[src/rtl/iaaa_pkg.sv]
// Shared encodings for the IAAA control path: opcodes, register and bus codes,
// ALU operations, sequencer states and the control word layout.
package iaaa_pkg;

   localparam logic [3:0] OP_NOP  = 4'd0;
   localparam logic [3:0] OP_LDAC = 4'd1;
   localparam logic [3:0] OP_STAC = 4'd2;
   localparam logic [3:0] OP_MVR  = 4'd3;
   localparam logic [3:0] OP_ADD  = 4'd4;
   localparam logic [3:0] OP_SUB  = 4'd5;
   localparam logic [3:0] OP_INC  = 4'd6;
   localparam logic [3:0] OP_JPNZ = 4'd7;
   localparam logic [3:0] OP_JMP  = 4'd8;
   localparam logic [3:0] OP_END  = 4'd15;

   localparam logic [4:0] REG_PC   = 5'd0;
   localparam logic [4:0] REG_AR   = 5'd1;
   localparam logic [4:0] REG_AC   = 5'd2;
   localparam logic [4:0] REG_R    = 5'd3;
   localparam logic [4:0] REG_MIDR = 5'd18;
   localparam logic [4:0] REG_IR   = 5'd19;
   localparam logic [4:0] REG_ALL  = 5'd31;

   localparam logic [3:0] RD_PC   = 4'd0;
   localparam logic [3:0] RD_AR   = 4'd1;
   localparam logic [3:0] RD_AC   = 4'd2;
   localparam logic [3:0] RD_R    = 4'd3;
   localparam logic [3:0] RD_MIDR = 4'd4;
   localparam logic [3:0] RD_ALU  = 4'd5;

   localparam logic [2:0] ALU_PASS = 3'd0;
   localparam logic [2:0] ALU_ADD  = 3'd1;
   localparam logic [2:0] ALU_SUB  = 3'd2;
   localparam logic [2:0] ALU_INC  = 3'd3;

   typedef enum logic [2:0] {
      ST_IDLE = 3'd0,
      ST_F1   = 3'd1,
      ST_F2   = 3'd2,
      ST_F3   = 3'd3,
      ST_DEC  = 3'd4,
      ST_EXEC = 3'd5,
      ST_HALT = 3'd6
   } state_t;

   typedef struct packed {
      logic       wr_en;
      logic [4:0] wr_code;
      logic [3:0] rd_sel;
      logic [2:0] alu_op;
      logic       pc_inc;
      logic       mem_rd;
      logic       mem_wr;
      logic       done;
      logic       illegal;
   } ctrl_word_t;

   // Index of the final exec step; opcodes without exec steps never reach EXEC.
   function automatic logic [1:0] last_step(input logic [3:0] op);
      case (op)
         OP_LDAC: last_step = 2'd2;
         OP_STAC: last_step = 2'd1;
         default: last_step = 2'd0;
      endcase
   endfunction

   function automatic logic is_undef(input logic [3:0] op);
      is_undef = (op >= 4'd9) && (op <= 4'd14);
   endfunction

endpackage

[src/rtl/ctrl_decode.sv]
// Combinational control-word decode from sequencer state, exec step, opcode and Z.
// IAAA_ILLEGAL_TRAP_EN enables the Illegal flag while halted on an undefined opcode.
module ctrl_decode
   import iaaa_pkg::*;
(
   input  state_t     state,
   input  logic [1:0] step,
   input  logic [3:0] op,
   input  logic       z,
   output ctrl_word_t cw
);

   always_comb begin
      cw = '0;
      case (state)
         ST_F1: begin
            cw.rd_sel  = RD_PC;
            cw.wr_en   = 1'b1;
            cw.wr_code = REG_AR;
            cw.pc_inc  = 1'b1;
         end
         ST_F2: cw.mem_rd = 1'b1;
         ST_F3: begin
            cw.rd_sel  = RD_MIDR;
            cw.wr_en   = 1'b1;
            cw.wr_code = REG_IR;
         end
         ST_EXEC: begin
            case (op)
               OP_LDAC: begin
                  case (step)
                     2'd0: begin
                        cw.rd_sel  = RD_R;
                        cw.wr_en   = 1'b1;
                        cw.wr_code = REG_AR;
                     end
                     2'd1: cw.mem_rd = 1'b1;
                     2'd2: begin
                        cw.rd_sel  = RD_MIDR;
                        cw.wr_en   = 1'b1;
                        cw.wr_code = REG_AC;
                     end
                     default: cw = '0;
                  endcase
               end
               OP_STAC: begin
                  case (step)
                     2'd0: begin
                        cw.rd_sel  = RD_R;
                        cw.wr_en   = 1'b1;
                        cw.wr_code = REG_AR;
                     end
                     2'd1: begin
                        cw.rd_sel = RD_AC;
                        cw.mem_wr = 1'b1;
                     end
                     default: cw = '0;
                  endcase
               end
               OP_MVR: begin
                  cw.rd_sel  = RD_AC;
                  cw.wr_en   = 1'b1;
                  cw.wr_code = REG_R;
               end
               OP_ADD, OP_SUB, OP_INC: begin
                  cw.rd_sel  = RD_ALU;
                  cw.alu_op  = (op == OP_ADD) ? ALU_ADD :
                               (op == OP_SUB) ? ALU_SUB : ALU_INC;
                  cw.wr_en   = 1'b1;
                  cw.wr_code = REG_AC;
               end
               OP_JMP: begin
                  cw.rd_sel  = RD_R;
                  cw.wr_en   = 1'b1;
                  cw.wr_code = REG_PC;
               end
               OP_JPNZ: begin
                  if (!z) begin
                     cw.rd_sel  = RD_R;
                     cw.wr_en   = 1'b1;
                     cw.wr_code = REG_PC;
                  end
               end
               default: cw = '0;
            endcase
         end
         ST_HALT: begin
            cw.done = 1'b1;
`ifdef IAAA_ILLEGAL_TRAP_EN
            // IR is not reloaded while halted, so the trapping opcode is still visible.
            cw.illegal = is_undef(op);
`endif
         end
         default: cw = '0;
      endcase
   end

endmodule

[src/rtl/ctrl_unit.sv]
// IAAA fetch/decode/execute sequencer: holds state and exec step, decode is in ctrl_decode.
// IAAA_ILLEGAL_TRAP_EN makes opcodes 9-14 halt with Illegal instead of running as NOP.
module ctrl_unit
   import iaaa_pkg::*;
(
   input  logic       Clock,
   input  logic       Reset_n,
   input  logic       Start,
   input  logic [3:0] IR_out,
   input  logic       Z,
   output logic       WR_en,
   output logic [4:0] WR_code,
   output logic [3:0] RD_sel,
   output logic [2:0] ALU_op,
   output logic       PC_inc,
   output logic       Mem_rd,
   output logic       Mem_wr,
   output logic       Done,
   output logic       Illegal
);

   state_t     state, state_nxt;
   logic [1:0] step, step_nxt;
   ctrl_word_t cw;

   always_comb begin
      state_nxt = state;
      step_nxt  = step;
      case (state)
         ST_IDLE: if (Start) state_nxt = ST_F1;
         ST_F1:   state_nxt = ST_F2;
         ST_F2:   state_nxt = ST_F3;
         ST_F3:   state_nxt = ST_DEC;
         ST_DEC: begin
            step_nxt = 2'd0;
            if (IR_out == OP_END)
               state_nxt = ST_HALT;
`ifdef IAAA_ILLEGAL_TRAP_EN
            else if (is_undef(IR_out))
               state_nxt = ST_HALT;
            else if (IR_out == OP_NOP)
               state_nxt = ST_F1;
`else
            else if (IR_out == OP_NOP || is_undef(IR_out))
               state_nxt = ST_F1;
`endif
            else
               state_nxt = ST_EXEC;
         end
         ST_EXEC: begin
            if (step == last_step(IR_out)) begin
               state_nxt = ST_F1;
               step_nxt  = 2'd0;
            end else begin
               step_nxt = step + 2'd1;
            end
         end
         ST_HALT: if (Start) state_nxt = ST_F1;
         default: begin
            state_nxt = ST_IDLE;
            step_nxt  = 2'd0;
         end
      endcase
   end

   always_ff @(posedge Clock or negedge Reset_n) begin
      if (!Reset_n) begin
         state <= ST_IDLE;
         step  <= 2'd0;
      end else begin
         state <= state_nxt;
         step  <= step_nxt;
      end
   end

   ctrl_decode u_decode (
      .state (state),
      .step  (step),
      .op    (IR_out),
      .z     (Z),
      .cw    (cw)
   );

   assign WR_en   = cw.wr_en;
   assign WR_code = cw.wr_code;
   assign RD_sel  = cw.rd_sel;
   assign ALU_op  = cw.alu_op;
   assign PC_inc  = cw.pc_inc;
   assign Mem_rd  = cw.mem_rd;
   assign Mem_wr  = cw.mem_wr;
   assign Done    = cw.done;
   assign Illegal = cw.illegal;

endmodule

[config.mk]
export PLATFORM = sky130hd
export DESIGN_NAME = ctrl_unit
export DESIGN_NICKNAME = d
export VERILOG_FILES = /design/src/rtl/iaaa_pkg.sv /design/src/rtl/ctrl_decode.sv /design/src/rtl/ctrl_unit.sv
export SDC_FILE = /design/constraint.sdc
export NUM_CORES = 1
export LEC_CHECK = 0
export CORE_ASPECT_RATIO = 0.9
export CORE_MARGIN = 4
export CORE_UTILIZATION = 45
export DETAILED_ROUTE_END_ITERATION = 8
export PLACE_DENSITY = 0.85
export SYNTH_ARGS = -nofsm -noshare
export SYNTH_HDL_FRONTEND = slang
export SYNTH_SLANG_ARGS = --single-unit
[constraint.sdc]
create_clock -name Clock -period 2.85 [get_ports Clock]
set_clock_uncertainty 0.15 [all_clocks]
set_input_delay 0.7125 -clock Clock [delete_from_list [all_inputs] [get_ports Clock]]
set_output_delay 0.7125 -clock Clock [all_outputs]
set_load 0.05 [all_outputs]
==> flow_summary.ini <==
[status]
status = completed

[placement]
placement.cell_area_um2 = 1267
gp_congestion = 0.9095
io_buffers = 20
hpwl_um = 2118
place_inst = 173
dp_worst_setup_slack_ns = -0.2758

[yosys]
ys_warn_count = 0
synth_seq_cells = 5
seq_area_frac_synth = 0.1471
netlist_area_um2 = 850.8
ys.flop_type = dfrtp_1
synth.top_cells.by_area = dfrtp_1 15%, nand2b_1 7.4%, a21oi_1 5.9%
synth_top_cell_by_area = dfrtp_1
syn_avg_cell_area_um2 = 7.210
synth_top_area_share = 0.1471
synthCells = 118
synthTopCellsByCount = 10 x a21oi_1, 10 x nand2_1, 10 x nand2b_1
synth_edf_count = 0
ys_types = 42
synthArstFlopShare = 1.000

[layout]
drive_above_1_share = 0.3506
diodes = 0
instances_no_fill = 178
nets = 167
area_growth_pct = 56.62
fin_area_um2 = 1333
fin_util = 0.7684

[cts]
numCtsBuffers = 3
cts.htree.levels = 1
root_buffer = clkbuf_4
cts_sinks = 5
clock_latency_ns = 0.24
clk_pin_slew_ns = 0.04
cts_tree = done
cts_buffer_depth = 2

[timing]
slew_headroom = 0.6539
slew_violations = 0
layout_min_cycle_time_ns = 2.773
rsz0062_at_grt = true
fmax_mhz = 360.6
hold_viol_final = 0
setup_viol_count_final = 0
whs_ns = 0.3904
tightest_slew_ns = 0.5183
setup_slack_ns = 0.07697
finalSetupTns_ns = 0
period_share = 0.9730

[worst_setup_path]
startpoint = IR_out[3]
path_max_fanout = 6
cp.required_ns = 1.99
end_kind = output pin
cp.arrival_ns = 1.91
rrSetupSlack_ns = 1.21
reg2reg_from = state[0]
r2r.worst_path.cells = 4
cp-start-kind = primary input
crit_path_end = RD_sel[1]
r2r-end = step[1]
path_class = in2out

[power_and_ir_drop]
powerDensity_nw_per_um2 = 757.0
finalPower_mw = 1.009
p_leak_nw = 0.5798
ir_worst_vdd_v = 0.0006145

[grt]
grt_pass1_vias = 980
grt_pass1_wl_um = 4595
antenna_found_initial = 0
grt_max_degree = 13
gr-total-overflow = 0
grtUsageTotal = 0.2305

[detailed_routing]
wl_met2_um = 1473
wl_um = 2737
drt_iter0_markers = 32
drc_errors = 0
met3_length_um = 131
wl_met1_um = 1070
highest_layer = met4
viasPerCell = 5.517
antenna_left = 0
vias = 982
wl_per_cell_um = 15.38
dr.pass1.iters = 4

[floorplan]
die_area_um2 = 2651
die_width_um = 53.84
die_h_um = 49.25
io_pins = 26
fp.coreArea_um2 = 1734
row_count = 14
initial_core_util = 0.4906

[flow_run]
cap_violations = 0

[worst_hold_path]
hp-class = reg2reg
-- power breakdown --
| group | internal [mW] | leakage (nW) | switching [mW] |
|---|---|---|---|
| registers | 0.0995 | 0.0649 | 0.0631 |
| clock network | 0.0527 | 0.0150 | 0.0254 |
| logic | 0.322 | 0.500 | 0.446 |
| total | 0.474 | 0.580 | 0.535 |
-- placed cells by master (no fill, tap or decap), types with 2 or more instances in the layout --
cell / netlist / final
nand2b_1: 10 / 10
nor3b_2: 1 / 2
o41ai_4: 1 / 2
nand3_1: 2 / 2
nand2_1: 10 / 10
clkdlybuf4s50_1: 0 / 3
buf_12: 0 / 10
o21a_1: 4 / 4
a21oi_1: 10 / 9
buf_4: 6 / 18
o21ai_1: 5 / 4
ha_1: 4 / 4
dlymetal6s2s_1: 0 / 2
o22ai_1: 3 / 3
and2_1: 2 / 2
nor2_1: 9 / 8
dfrtp_1: 5 / 5
buf_6: 2 / 3
conb_1: 1 / 5
nand2_2: 2 / 2
nand3b_1: 2 / 2
clkbuf_2: 0 / 2
nor2b_1: 2 / 2
inv_1: 6 / 6
clkbuf_4: 0 / 3
o21ai_0: 7 / 7
dlygate4sd2_1: 0 / 2
-- how the worst min path moves through the flow --
stage	from	endpoint	slack (ns)	cells past startpoint
CTS	step[0]	step[0]	0.38	1
detailed placement	step[0]	step[0]	0.38	1
global placement	step[0]	step[0]	0.37	1
finish	step[0]	step[0]	0.39	1
global route	step[0]	step[0]	0.40	1
floorplan	Reset_n	state[0]	0.27	0
-- cell families (layout without fill, tap and decap cells) --
family	count (synthesis)	after routing	synth area share
adder cells (fa/ha/maj)	4	4	0.05883
buffers and inverters	18	50	0.1279
other	1	5	0.004408
AND/OR/NAND/NOR	53	53	0.3618
flip-flops	5	5	0.1471
AO/OA/AOI/OAI	37	37	0.3000
-- flip-flops by register name (all words and copies together) (netlist names) --
signal and flops:
state 3, step 2
-- what timing repair did --
action / CTS / global route
gates resized for setup: 8 / 11
pin swaps: 0 / 3
setup endpoints to repair: 10 / 8
hold buffers: 0 / 0
setup buffers: 1 / 0
-- cell type report --
| type | instances | area [um^2] |
|---|---|---|
| clock buffers | 4 | 26.28 |
| fillers | 120 | 401.6 |
| inverters | 6 | 22.52 |
| multi-input cells | 99 | 676.9 |
| flip-flops and latches | 5 | 125.1 |
| well taps | 24 | 30.03 |
| repair buffers | 40 | 451.7 |
-- layer usage --
metal / up-vias / GRT usage
met1: 465 / 0.2721
met4: 0 / 0.08085
li1: 474 / -
met5: - / 0
met3: 9 / 0.05199
met2: 34 / 0.3931
-- worst max-delay path, stage by stage --
cell           delay [ns]
dlygate4sd2_1        0.30
buf_4                0.19
buf_4                0.14
o41ai_4              0.38
buf_12               0.18
Note: power is estimated with default switching activity, not from simulation.
